==> src/rtl/serial_sub_pkg.sv <==
// Shared constants for the bit-serial subtractor.
// Holds the FSM state encodings and the default operand width.
package serial_sub_pkg;

    localparam int DEFAULT_WIDTH = 8;

    localparam logic [1:0] IDLE  = 2'b00;
    localparam logic [1:0] SHIFT = 2'b01;
    localparam logic [1:0] DONE  = 2'b10;

endpackage

==> src/rtl/full_subtractor.sv <==
// One-bit full subtractor cell.
// Computes x - y - bin, giving the difference bit and the borrow-out.
module full_subtractor (
    input  logic x,
    input  logic y,
    input  logic bin,
    output logic d,
    output logic bout
);

    assign d    = x ^ y ^ bin;
    assign bout = (~x & y) | (~(x ^ y) & bin);

endmodule

==> src/rtl/serial_subtractor.sv <==
// Bit-serial unsigned subtractor, LSB first, behind a start/done handshake.
// One full-subtractor cell and a borrow flip-flop process one bit per cycle.
module serial_subtractor
    import serial_sub_pkg::*;
#(
    parameter int WIDTH = DEFAULT_WIDTH
) (
    input  logic             clk,
    input  logic             rst_n,
    input  logic             start,
    input  logic [WIDTH-1:0] a,
    input  logic [WIDTH-1:0] b,
    output logic             busy,
    output logic             done,
    output logic [WIDTH-1:0] diff,
    output logic             borrow
);

    localparam int            CW   = $clog2(WIDTH + 1);
    localparam logic [CW-1:0] LAST = CW'(WIDTH - 1);

    logic [1:0]       state;
    logic [WIDTH-1:0] a_sr;
    logic [WIDTH-1:0] b_sr;
    logic [WIDTH-1:0] d_sr;
    logic             bin;
    logic [CW-1:0]    cnt;
    logic             d_bit;
    logic             bout;
    logic [WIDTH:0]   d_cat;
    logic [WIDTH-1:0] d_next;

    full_subtractor u_cell (
        .x    (a_sr[0]),
        .y    (b_sr[0]),
        .bin  (bin),
        .d    (d_bit),
        .bout (bout)
    );

    // Concatenate then drop the LSB so the shift also works when WIDTH is 1.
    assign d_cat  = {d_bit, d_sr};
    assign d_next = d_cat[WIDTH:1];

    assign busy = (state == SHIFT);
    assign done = (state == DONE);

    // The edge leaving DONE already acts as an IDLE sampling edge, so a held
    // start yields one result every WIDTH+1 cycles.
    always_ff @(posedge clk or negedge rst_n) begin
        if (!rst_n) begin
            state  <= IDLE;
            a_sr   <= '0;
            b_sr   <= '0;
            d_sr   <= '0;
            bin    <= 1'b0;
            cnt    <= '0;
            diff   <= '0;
            borrow <= 1'b0;
        end else begin
            case (state)
                IDLE, DONE: begin
                    if (start) begin
                        a_sr  <= a;
                        b_sr  <= b;
                        d_sr  <= '0;
                        bin   <= 1'b0;
                        cnt   <= '0;
                        state <= SHIFT;
                    end else begin
                        state <= IDLE;
                    end
                end
                SHIFT: begin
                    d_sr <= d_next;
                    a_sr <= a_sr >> 1;
                    b_sr <= b_sr >> 1;
                    bin  <= bout;
                    cnt  <= cnt + CW'(1);
                    if (cnt == LAST) begin
                        diff   <= d_next;
                        borrow <= bout;
                        state  <= DONE;
                    end
                end
                default: state <= IDLE;
            endcase
        end
    end

endmodule

==> config.mk <==
export PLATFORM = sky130hd
export DESIGN_NAME = serial_subtractor
export DESIGN_NICKNAME = d
export VERILOG_FILES = /design/src/rtl/serial_sub_pkg.sv /design/src/rtl/full_subtractor.sv /design/src/rtl/serial_subtractor.sv
export SDC_FILE = /design/constraint.sdc
export NUM_CORES = 1
export LEC_CHECK = 0
export BUFFER_PORTS_ARGS = -buffer_cell sky130_fd_sc_hd__buf_4
export CAP_MARGIN = 5
export CORE_MARGIN = 4
export CORE_UTILIZATION = 50
export DETAILED_ROUTE_END_ITERATION = 7
export GPL_ROUTABILITY_DRIVEN = 0
export PLACE_DENSITY = 0.73
export SYNTH_ARGS = -nofsm -noshare
export SYNTH_HDL_FRONTEND = slang
export SYNTH_SLANG_ARGS = --single-unit
==> constraint.sdc <==
create_clock -name clk -period 3.8 [get_ports clk]
set_clock_uncertainty 0.15 [all_clocks]
set_input_delay 0.38 -clock clk [delete_from_list [all_inputs] [get_ports clk]]
set_output_delay 0.38 -clock clk [all_outputs]
set_load 0.03 [all_outputs]
==> impl_metrics.yaml <==
global_route:
  grt_util_all_layers: 0.1724
  antenna_found_initial: 0
  grt_max_degree: 40
  grt_pass1_vias: 1136
  overflow: 0
  grt_pass1_wl_um: 5416
yosys:
  syn_area_per_cell_um2: 12.17
  synth.yosys.seq_area_share: 0.6075
  synth_cell_types: 24
  synth_top_area_frac: 0.6075
  yosys.area.top_type: "dfrtp_1"
  synth_area_mm2: 0.001607
  synth_area_leaders: "dfrtp_1 61%, a22oi_1 6.1%, a22o_1 6.0%"
  yosys_register_bits: 39
  netlist_instances: 132
  synthesis.nets: 153
  yosysWarnings: 0
drt:
  wl_met2_um: 1419
  drt_iter0_markers: 59
  wl_per_cell_um: 14.76
  highest_layer: "met4"
  vias_per_cell: 5.468
  dr_wl_met3_um: 179
  drc_errors: 0
  drt-met1-wl_um: 1375
  num_vias: 1121
  drt-total-wl_um: 3026
  drt_first_pass_iters: 4
  antenna_left: 0
hold_path:
  hp-class: "in -> reg"
  min_from: "b[6]"
finish:
  final-seq-area_um2: 975.9
  area_delta_synth_final_pct: 18.07
  final_layout_size_suffix_gt1_frac: 0.2857
  multiInputGateArea_um2: 569.3
  nNetsFinal: 181
  fillCellCount: 265
  num_antenna_cells: 0
power_and_ir_drop:
  combPwrFrac: 0.430
  vdd_drop_max_uv: 581.7
  p_clk_frac: 0.126
  p_int_mw: 0.9659
  seq_power_share: 0.444
  cellPowerDensity_mw_per_mm2: 847.7
  switching_share: 0.3993
  leakagePower_nw: 0.9170
  switchingPower_mw: 0.6421
place:
  portBuffers: 29
  dp_hpwl_um: 2050
  dp_worst_setup_slack_ns: 1.301
outcome:
  outcome: "finished, final reports clean"
sta:
  rsz0062_at_grt: "no"
  clock.fmax_ghz: 0.3848
  worst_pin_slew_ns: 0.8079
  slew_viol_final: 0
  setup_tns_ns: 0
  setup_viol: 0
  relSlewSlack: 0.4614
  min_period_over_period: 0.6840
  setup_slack_ns: 1.201
  final_hold_viol_count: 0
  fin_crit_ns: 2.599
clock_network:
  clock_tree.buffer_depth: 2
  clkTransAtPathRegs_ns: 0.11
  clk_latency_ns: 0.34
  cts_resized: 0
  ctsRootBufferMaster: "clkbuf_4"
  cts_buffers: 5
  postCtsSetupRepairBufs: 0
  cts_tree: "done"
  htreeDepth: 2
  cts_sinks: 39
critical_path:
  r2r_setup_slack_ns: 1.29
  critPathKind: "reg -> out"
  crit_arrival_ns: 2.07
  cp-end-kind: "output port"
  crit_end: "busy"
  ff2ff_path_depth: 4
  startpoint: "state[1]"
  setup.worst_path.start_class: "register"
  cp_max_fo: 28
  critPathRequiredTime_ns: 3.27
  worstReg2RegStart: "state[0]"
  r2r_end: "d_sr[4]"
floorplanning:
  ioPinCount: 30
  die-area_mm2: 0.004184
  row_count: 20
  die_w_um: 64.69
  start_util: 0.5262
  coreArea_mm2: 0.003053
  die_h_um: 64.69
job:
  timing.max_cap.violations: 0
[synth_stat cells]
| master | n |
|---|---|
| a221o_1 | 1 |
| a22o_1 | 11 |
| a22oi_1 | 13 |
| and2b_1 | 1 |
| buf_2 | 4 |
| buf_6 | 1 |
| clkbuf_1 | 4 |
| dfrtp_1 | 39 |
| fa_1 | 1 |
| ha_1 | 1 |
| inv_1 | 3 |
| inv_2 | 1 |
| mux2_2 | 8 |
| mux2i_1 | 3 |
| nand2_1 | 16 |
| nand2b_1 | 2 |
| nand3_1 | 14 |
| nand4_1 | 1 |
| nor2_1 | 1 |
| nor2b_1 | 2 |
| nor3_1 | 1 |
| nor3_4 | 1 |
| o21ai_0 | 2 |
| o2bb2ai_1 | 1 |
[registers in the layout, indices dropped and copies added (netlist names)]
register	count
cnt	4
a_sr	8
borrow	1
diff	8
d_sr	7
b_sr	8
bin	1
state	2
[routing by layer]
metal	vias to the layer above	GRT usage
met2	29	0.2642
met3	7	0.06412
li1	533	-
met4	0	0.06332
met5	-	0
met1	552	0.2241
[logic make-up (layout without fill, tap and decap cells)]
logic type / Yosys count / after routing / share of synthesized area
AO/OA/AOI/OAI: 28 / 28 / 0.1386
adder cells (fa/ha/maj): 2 / 2 / 0.02025
buffers and inverters: 13 / 42 / 0.03816
flip-flops: 39 / 39 / 0.6075
multiplexers: 11 / 11 / 0.07477
AND/OR/NAND/NOR: 39 / 39 / 0.1207
[final cells by class]
class | count | share of cell area
Multi-Input combinational cell | 80 | 0.3001
Clock inverter | 2 | 0.006596
Timing Repair Buffer | 30 | 0.1201
Tap cell | 44 | 0.02902
Clock buffer | 6 | 0.02177
Sequential cell | 39 | 0.5145
Inverter | 4 | 0.007916
[repair_timing]
action                     CTS  global route
hold buffers                 1             0
setup endpoints to repair    0             0
hold endpoints to repair    39             0
[layout by cell type, fill, tap and decap left out]
cell type	count
o2bb2ai_1	1
clkinvlp_4	1
nor2_1	1
mux2i_1	3
nor3_4	1
inv_1	3
dfrtp_1	39
inv_2	1
a22o_1	11
nor2b_1	2
buf_4	29
clkbuf_1	1
nor3_1	1
clkbuf_4	5
mux2_2	8
clkinv_2	1
and2b_1	1
nand3_1	14
dlygate4sd3_1	1
ha_1	1
fa_1	1
a221o_1	1
o21ai_0	2
a22oi_1	13
nand2_1	16
nand4_1	1
nand2b_1	2
[per-stage QoR]
| step | instance area [µm²] | utilization | hold WS [ns] | total power, mW | instances |
|---|---|---|---|---|---|
| after CTS | 1897 | 0.6213 | 0.07835 | 1.626 | 205 |
| after detailed placement | 1833 | 0.6004 | 0.2246 | 1.420 | 196 |
| final | 1897 | 0.6213 | 0.09294 | 1.608 | 205 |
| after global routing | 1897 | 0.6213 | 0.08023 | 1.739 | 205 |
| after floorplan | 1607 | - | -0.06559 | 1.225 | 132 |
| after global placement | 1833 | 0.6004 | 0.2189 | 1.386 | 196 |
[worst min-delay path by stage]
stage	cells after the start	to
after CTS	3	a_sr[4]
after global placement	1	cnt[2]
after floorplan	0	a_sr[0]
after detailed placement	1	cnt[2]
after global routing	3	b_sr[4]
final	3	b_sr[6]
[power by group through the flow]
stage / registers (mW) / logic (mW) / clock network, mW
after floorplan: 0.789 / 0.436 / 0
after global placement: 0.714 / 0.672 / 0
after detailed placement: 0.721 / 0.699 / 0
after CTS: 0.715 / 0.699 / 0.211
after global routing: 0.740 / 0.772 / 0.228
final: 0.714 / 0.691 / 0.203
[worst max-delay path, stage by stage (launching register included)]
cell and delay, ns:
dfrtp_1 0.38, nand2b_1 0.51, inv_2 0.58, buf_4 0.25
Note: power is estimated with default switching activity, not from simulation.
